$ cat src/rtl/ncu_sii_ingress.sv
// SII->NCU inbound receiver: credit-based grant, 4-beat capture with halfword parity,
// and a valid/ready packet FIFO toward the NCU core.
module ncu_sii_ingress #(
   parameter int unsigned FIFO_DEPTH = 4,
   parameter int unsigned REQ_CNT_W  = 3
) (
   input  logic         iol2clk,
   input  logic         rst_l,
   input  logic         sii_ncu_req,
   input  logic [31:0]  sii_ncu_data,
   input  logic [1:0]   sii_ncu_dparity,
   output logic         ncu_sii_gnt,
   output logic         pkt_vld,
   input  logic         pkt_rdy,
   output logic [127:0] pkt_data,
   output logic [2:0]   pkt_typ,
   output logic [3:0]   pkt_tag,
   output logic [8:0]   pkt_id,
   output logic         pkt_perr,
   output logic [7:0]   perr_cnt,
   output logic         req_ovf
);

   localparam int unsigned PTR_W = (FIFO_DEPTH > 1) ? $clog2(FIFO_DEPTH) : 1;
   localparam int unsigned CNT_W = PTR_W + 1;
   localparam int unsigned SUM_W = CNT_W + 1;
   localparam logic [REQ_CNT_W-1:0] PEND_MAX = '1;

   typedef enum logic [2:0] {IDLE, GNT, B0, B1, B2, B3} state_t;

   state_t                 state;
   logic [REQ_CNT_W-1:0]   pend;
   logic [PTR_W-1:0]       wr_ptr;
   logic [PTR_W-1:0]       rd_ptr;
   logic [CNT_W-1:0]       count;
   logic [127:0]           mem_data [FIFO_DEPTH];
   logic [FIFO_DEPTH-1:0]  mem_perr;
   logic [95:0]            asm_data;
   logic                   asm_perr;

   logic beat_err;
   logic inflight;
   logic space_ok;
   logic wr_en;
   logic full;
   logic push;
   logic pop;
   logic pkt_err;

   assign beat_err = (^sii_ncu_data[31:16] != sii_ncu_dparity[1]) |
                     (^sii_ncu_data[15:0]  != sii_ncu_dparity[0]);
   // Credit uses registered occupancy only; a same-cycle pop is not counted.
   assign inflight = (state != IDLE);
   assign space_ok = (SUM_W'(count) + SUM_W'(inflight)) < SUM_W'(FIFO_DEPTH);
   assign wr_en    = (state == B3);
   assign full     = (count == CNT_W'(FIFO_DEPTH));
   assign push     = wr_en && !full;
   assign pop      = pkt_vld && pkt_rdy;
   assign pkt_err  = asm_perr | beat_err;

   // Grant/beat sequencer; the grant flop mirrors entry into GNT.
   always_ff @(posedge iol2clk) begin
      if (!rst_l) begin
         state       <= IDLE;
         ncu_sii_gnt <= 1'b0;
      end else begin
         ncu_sii_gnt <= 1'b0;
         case (state)
            IDLE: begin
               if (((pend != '0) || sii_ncu_req) && space_ok) begin
                  state       <= GNT;
                  ncu_sii_gnt <= 1'b1;
               end
            end
            GNT:  state <= B0;
            B0:   state <= B1;
            B1:   state <= B2;
            B2:   state <= B3;
            B3: begin
               if ((pend != '0) && space_ok) begin
                  state       <= GNT;
                  ncu_sii_gnt <= 1'b1;
               end else begin
                  state <= IDLE;
               end
            end
            default: state <= IDLE;
         endcase
      end
   end

   // Outstanding request counter; a request at max is dropped and flagged.
   always_ff @(posedge iol2clk) begin
      if (!rst_l) begin
         pend    <= '0;
         req_ovf <= 1'b0;
      end else begin
         case ({sii_ncu_req, ncu_sii_gnt})
            2'b10: begin
               if (pend == PEND_MAX) req_ovf <= 1'b1;
               else                  pend    <= pend + REQ_CNT_W'(1);
            end
            2'b01:   pend <= pend - REQ_CNT_W'(1);
            default: pend <= pend;
         endcase
      end
   end

   // Beat assembly; beat3 goes straight into the FIFO write.
   always_ff @(posedge iol2clk) begin
      if (!rst_l) begin
         asm_data <= '0;
         asm_perr <= 1'b0;
      end else begin
         case (state)
            B0: begin
               asm_data[31:0] <= sii_ncu_data;
               asm_perr       <= beat_err;
            end
            B1: begin
               asm_data[63:32] <= sii_ncu_data;
               asm_perr        <= asm_perr | beat_err;
            end
            B2: begin
               asm_data[95:64] <= sii_ncu_data;
               asm_perr        <= asm_perr | beat_err;
            end
            default: ;
         endcase
      end
   end

   // Packet FIFO storage and pointers.
   always_ff @(posedge iol2clk) begin
      if (!rst_l) begin
         for (int unsigned i = 0; i < FIFO_DEPTH; i++) mem_data[i] <= '0;
         mem_perr <= '0;
         wr_ptr   <= '0;
         rd_ptr   <= '0;
         count    <= '0;
      end else begin
         if (push) begin
            mem_data[wr_ptr] <= {sii_ncu_data, asm_data};
            mem_perr[wr_ptr] <= pkt_err;
            wr_ptr           <= wr_ptr + PTR_W'(1);
         end
         if (pop) rd_ptr <= rd_ptr + PTR_W'(1);
         case ({push, pop})
            2'b10:   count <= count + CNT_W'(1);
            2'b01:   count <= count - CNT_W'(1);
            default: count <= count;
         endcase
      end
   end

   always_ff @(posedge iol2clk) begin
      if (!rst_l) begin
         perr_cnt <= '0;
      end else if (push && pkt_err && (perr_cnt != 8'hFF)) begin
         perr_cnt <= perr_cnt + 8'(1);
      end
   end

   assign pkt_vld  = (count != '0);
   assign pkt_data = mem_data[rd_ptr];
   assign pkt_perr = mem_perr[rd_ptr];
   assign pkt_typ  = pkt_data[15:13];
   assign pkt_tag  = pkt_data[12:9];
   assign pkt_id   = pkt_data[8:0];

   a_no_write_when_full: assert property (@(posedge iol2clk) disable iff (!rst_l) !(wr_en && full));

endmodule

$ cat config.mk
export PLATFORM = sky130hd
export DESIGN_NAME = ncu_sii_ingress
export DESIGN_NICKNAME = d
export VERILOG_FILES = /design/src/rtl/ncu_sii_ingress.sv
export SDC_FILE = /design/constraint.sdc
export NUM_CORES = 1
export LEC_CHECK = 0
export CAP_MARGIN = 20
export CORE_MARGIN = 2
export CORE_UTILIZATION = 63
export CTS_CLUSTER_DIAMETER = 150
export DETAILED_ROUTE_END_ITERATION = 16
export HOLD_SLACK_MARGIN = 0.05
export MAX_ROUTING_LAYER = met4
export PLACE_DENSITY_LB_ADDON = 0.2
export RECOVER_POWER = 100
export REMOVE_ABC_BUFFERS = 1
export SYNTH_ARGS = -nofsm -noshare
export SYNTH_HDL_FRONTEND = slang
export SYNTH_SLANG_ARGS = --single-unit
$ cat constraint.sdc
create_clock -name iol2clk -period 24.9 [get_ports iol2clk]
set_clock_uncertainty 0.2 [all_clocks]
set_input_delay 3.735 -clock iol2clk [delete_from_list [all_inputs] [get_ports iol2clk]]
set_output_delay 3.735 -clock iol2clk [all_outputs]
set_load 0.02 [all_outputs]
==> out/qor.yml, run 1 <==
synth_cells: 1890
synth_seq_area_share: 0.662
first_iter_violations: 1603
cts_tree: "done"
wl_microns: 64400
clkTransAtPathRegs_ns: 0.06
cts_setup_buffers: 0
fillers: 2624
cts_resized: 0
synth.area.top_cells: "edfxtp_1 57%, mux4_2 11%, dfxtp_1 9.3%"
grt_pass1_vias: 16600
port_buffers: 193
cts_sinks: 638
rrSetupSlack_ns: 14.17
nNetsFinal: 2061
synthFlopType: "edfxtp_1"
fmax_mhz: 76.9
crit_required_ns: 24.84
crit_fanout: 61
firstDrtPassIters: 7
cts_htree_levels: 2
start_util: 0.642
synth_top_area_frac: 0.569
path_class: "input port to flop"
worstPathArrival_ns: 12.95
syn_area_sq_mm: 0.0270
clockRootBuffer: "clkbuf_16"
synth.distinct_cells: 44
ctsHoldBuffers: 0
grt_pass1_wl_microns: 98000
final.period_utilization: 0.523
synth_top_cell_by_area: "edfxtp_1"
cp-start-kind: "input port"
place_hpwl_microns: 34400
tightest_slew_ns: 8.70
fp.dieH_microns: 211
synthToLayoutAreaGrowth_pct: 15.0
relSlewSlack: -4.80
place.gp.congestion: 0.807
grt_use_total: 0.306
drv_cap: 22
rsz0062_at_grt: "no"
dp_cells: 2489
wl_per_cell_microns: 24.7
clk_latency_ns: 0.62
setup-tns-final_ns: 0
core_area_sq_mm: 0.0421
p_leak_nw: 11.2
cp-end-kind: "flop"
async_reset_ff_frac: 0
status: "finished with violations"
hold_viol: 0
dieArea_sq_mm: 0.0446
detail_route.drc_violations: 0
finalNonFillerCells: 2608
grt_antenna_before_repair: 2
rows: 75
ir_drop_v: 0.0000614
synth_edf_count: 512
setup_viol: 0
cts-buffers-inserted: 61
grt_max_degree: 129
violations: "capacitance limit, slew limit"
ys_warn_count: 0
grt_remaining_overflow: 0
ios: 194
ys_ff_latch: 638
clockBufferDepth: 3
hold_class: "flop to flop"
p_per_area_mw_per_mm2: 74.6
finalCriticalPeriod_ns: 13.01
slew_viol_final: 1300
vias_per_cell: 6.16
die_x_microns: 211
postRouteAntennaNets: 0
postSynthAreaPerCell_sq_um: 14.3
vias: 16100
final_layout_size_suffix_gt1_frac: 0.117
metal layers:
metal / wire [microns] / track usage / part of all wire
met5: 0 / - / 0
met4: 1960 / 0.103 / 0.030
met3: 4750 / 0.0492 / 0.074
met2: 32200 / 0.497 / 0.50
met1: 25500 / 0.398 / 0.40
where the power goes:
part           leakage [nW]  internal (mW)  switching [mW]  total (mW)
Sequential             6.31           1.20          0.0258        1.22
Combinational          3.93         0.0701           0.126       0.196
Clock                 0.972          0.514           0.388       0.902
Total                  11.2           1.78           0.539        2.32
layout by cell type, fill, tap and decap left out, drive strengths merged, types with 4 or more instances in the layout:
master	instances
nand2	206
edfxtp	512
dlygate4sd3	153
nor2	17
nor3	5
clkdlybuf4s50	39
and3	131
xor2	6
inv	10
nand3	4
buf	5
dfxtp	126
ha	6
clkinv	20
xnor2	29
clkbuf	111
and2	387
nor2b	7
a311oi	4
or3	4
a21oi	111
mux4	129
nand2b	9
o21ai	4
cell usage after synthesis (2+ instances only):
master / number
a311oi_1: 4
mux4_2: 129
nor3_1: 4
buf_1: 16
fa_1: 2
xnor2_1: 25
o31ai_1: 3
xnor2_2: 4
inv_1: 9
nand3_1: 4
edfxtp_1: 512
xor2_1: 6
mux2i_1: 3
nor2_1: 17
nor3b_1: 3
or3_1: 4
dfxtp_1: 126
xnor3_1: 2
buf_4: 16
a21oi_1: 111
nor4_1: 2
o211ai_1: 2
o21a_1: 2
o21ai_0: 2
o311ai_0: 2
o21ai_1: 2
nand2_1: 206
and3_1: 131
and2_1: 387
ha_1: 6
nand2b_1: 9
clkbuf_1: 121
nor2b_1: 7
worst max-delay path, cell delays in order:
cell	delay, ns
clkbuf_1	0.62
nand2_1	0.21
nor3_1	0.19
clkbuf_1	1.76
nand2b_1	0.75
clkbuf_1	2.71
clkbuf_1	2.89
stage by stage:
stage / total power [mW] / util / setup WS [ns] / area, sq um / hold slack [ns]
2_1_floorplan: 1.35 / - / 11.78 / 26400 / 0.257
3_3_place_gp: 1.43 / 0.694 / 16.99 / 29300 / 0.260
3_5_place_dp: 1.44 / 0.694 / 16.96 / 29300 / 0.271
4_1_cts: 2.33 / 0.741 / 16.27 / 31200 / 0.282
5_1_grt: 2.38 / 0.738 / 11.10 / 31100 / 0.297
6_report: 2.32 / 0.738 / 11.89 / 31100 / 0.279
state kept, by name, summed over array words and instances, names as in the netlist, named ones only:
register	flops
count	3
req_ovf	1
mem_perr	4
rd_ptr	2
asm_data	96
perr_cnt	8
ncu_sii_gnt	1
mem_data	512
pend	3
state	3
asm_perr	1
wr_ptr	2
worst paths after layout:
| check | start | endpoint | depth (start not counted) |
|---|---|---|---|
| worst max-delay path | rst_l | mem_data[1][109] | 7 |
| worst min-delay path | req_ovf | req_ovf | 1 |
| worst max register to register | state[0] | mem_data[1][109] | 8 |
| worst min register to register | req_ovf | req_ovf | 1 |
cells by family after synthesis:
logic type	Yosys count	synth area share
flip-flops	638	0.662
buffers and inverters	164	0.0253
AO/OA/AOI/OAI	132	0.0263
XOR/XNOR	37	0.0141
adder cells (fa/ha/maj)	8	0.00426
AND/OR/NAND/NOR	779	0.160
multiplexers	132	0.109
layout make-up:
cell class	instances	area [sq um]	share of cell area
Timing Repair Buffer	216	2030	0.0653
Inverter	10	38.8	0.00125
Clock inverter	24	171	0.00551
Antenna cell	1	2.50	0.0000805
Clock buffer	92	1790	0.0574
Sequential cell	638	17900	0.576
Multi-Input combinational cell	1088	8500	0.273
Tap cell	539	674	0.0217
Note: power is estimated with default switching activity, not from simulation.
==> inputs of run 2 (changes only) <==
--- a/config.mk
+++ b/config.mk
@@ -7,7 +7,7 @@
 export LEC_CHECK = 0
 export CAP_MARGIN = 20
 export CORE_MARGIN = 2
-export CORE_UTILIZATION = 63
+export CORE_UTILIZATION = 59
 export CTS_CLUSTER_DIAMETER = 150
 export DETAILED_ROUTE_END_ITERATION = 16
 export HOLD_SLACK_MARGIN = 0.05
==> constraint.sdc (replaced) <==
create_clock -name iol2clk -period 12.9 [get_ports iol2clk]
set_clock_uncertainty 0.2 [all_clocks]
set_input_delay 1.935 -clock iol2clk [delete_from_list [all_inputs] [get_ports iol2clk]]
set_output_delay 1.935 -clock iol2clk [all_outputs]
set_load 0.02 [all_outputs]
==> run 2 against run 1 <==
Effect of this change: the flow still finishes with violations (capacitance limit, slew limit); highest routed layer unchanged; via count decreased by 0.88%; count of clock-buffer cells in the layout increased by 11; register-to-register slack got worse by 9.0 ns; critical endpoint is now mem_data[1][6]; sequential share of layout area down 0.53 points; routed wire length fell by 0.83%; non-clock buffer count decreased by 3; core utilization shrank 4.5 points.
==> out/qor.yml, run 2 (synthesis gave the netlist of run 1 again) <==
slew_viol_final: 940
cts-buffers-inserted: 66
place_hpwl_microns: 33700
relSlewSlack: -2.12
multi_input_area_sq_mm: 0.00850
postRouteAntennaNets: 0
cts_sinks: 638
setup_viol: 0
synthToLayoutAreaGrowth_pct: 16.1
die_x_microns: 218
final_layout_size_suffix_gt1_frac: 0.120
clockRootBuffer: "clkbuf_16"
crit_fanout: 65
fmax_mhz: 112
worstPathArrival_ns: 8.95
largest_register_ffs: 512
tightest_slew_ns: 4.68
switching_power_mw: 1.05
crit_required_ns: 12.89
cp_slowest_stage_delay_ns: 2.78
final_cell_mix: "512 x edfxtp_1, 226 x and2_0, 204 x nand2_1"
port_buffers: 193
drv_cap: 15
grt_pass1_wl_microns: 97400
rows: 78
dieArea_sq_mm: 0.0476
cts_setup_buffers: 0
grt_max_degree: 129
ir_drop_v: 0.000105
cts_tree: "done"
final.period_utilization: 0.695
ios: 194
fin_ws_ns: 3.94
holdWs_ns: 0.268
violations: "capacitance limit, slew limit"
hold_class: "flop to flop"
hold_viol: 0
grt_antenna_before_repair: 6
dp_cells: 2549
reg_top3: "mem_data x512, asm_data x96, perr_cnt x8"
swShare: 0.228
critPathTopFamily: "buffers and inverters"
p_leak_nw: 11.3
regArea_sq_mm: 0.0179
pre_cts_ws_ns: 6.67
crit_chain: "clkbuf_1 -> nand2_1 -> nor3_1 -> clkbuf_1 -> nand2b_1 -> buf_4"
crit_buf_inv: 3
clockBufferDepth: 3
clkTransAtPathRegs_ns: 0.06
rsz0062_at_grt: "no"
start_util: 0.597
grt_use_total: 0.284
seq_power_share: 0.512
grt_remaining_overflow: 0
final_common_cell: "edfxtp_1"
p_per_area_mw_per_mm2: 146
crit_top_cell: "clkbuf_1"
clk_latency_ns: 0.58
cts_htree_levels: 3
cp-end-kind: "flop"
fillers: 3066
core_area_sq_mm: 0.0453
cts_resized: 0
ctsHoldBuffers: 0
nNetsFinal: 2063
cpMaxStageDelayCell: "nand2b_1"
finalNonFillerCells: 2675
place.gp.congestion: 0.794
detail_route.drc_violations: 0
path_class: "input port to flop"
cp-start-kind: "input port"
grt_pass1_vias: 16400
status: "finished with violations"
internal-power_mw: 3.55
first_iter_violations: 1463
vias: 15900
fp.dieH_microns: 218
wl_microns: 63900
pwr-share-clk: 0.406
largest-register: "mem_data"
combinationalPowerShare: 0.082
vias_per_cell: 5.95
firstDrtPassIters: 5
wl_per_cell_microns: 23.9
finalCriticalPeriod_ns: 8.96
==> run 2: changes by cell type in the layout (fill, tap and decap cells not counted), sizes merged <==
cell,delta
bufinv,-1
inv,-1
clkinv,-3
clkbuf,+2
diode,+3
buf,+6
==> run 2: final timing paths <==
check / start / end / cells past startpoint / slack [ns]
min reg2reg: req_ovf / req_ovf / 1 / 0.27
min: req_ovf / req_ovf / 1 / 0.27
max reg2reg: state[0] / mem_data[1][6] / 7 / 5.22
max: rst_l / mem_data[1][6] / 6 / 3.94
==> run 2: cell type report <==
cell class                 count  area share
antenna                        4    0.000319
clock buffer                 103      0.0650
clock inverter                19     0.00355
inverter                      10     0.00124
multi-input combinational   1088       0.271
sequential                   638       0.570
tap                          600      0.0239
timing repair buffer         213      0.0651
==> run 2: per-layer routing <==
metal / routed length [microns] / track usage
met1: 26000 / 0.370
met2: 31500 / 0.457
met3: 4690 / 0.0487
met4: 1660 / 0.0968
met5: 0 / -
==> run 2: through the flow <==
step | setup TNS, ns | total power, mW | cell area (sq um) | util
finish | 0 | 4.60 | 31400 | 0.693
global route | 0 | 4.73 | 31400 | 0.693
floorplan | -28.13 | 2.60 | 26400 | -
global placement | 0 | 2.77 | 29300 | 0.648
CTS | 0 | 4.62 | 31500 | 0.695
detailed placement | 0 | 2.78 | 29300 | 0.648
==> run 2: power groups by stage <==
stage | clock network [mW] | registers, mW | logic [mW]
2_1_floorplan | 0 | 2.39 | 0.211
3_3_place_gp | 0 | 2.39 | 0.383
3_5_place_dp | 0 | 2.39 | 0.387
4_1_cts | 1.89 | 2.35 | 0.389
5_1_grt | 1.96 | 2.36 | 0.400
6_report | 1.87 | 2.35 | 0.375
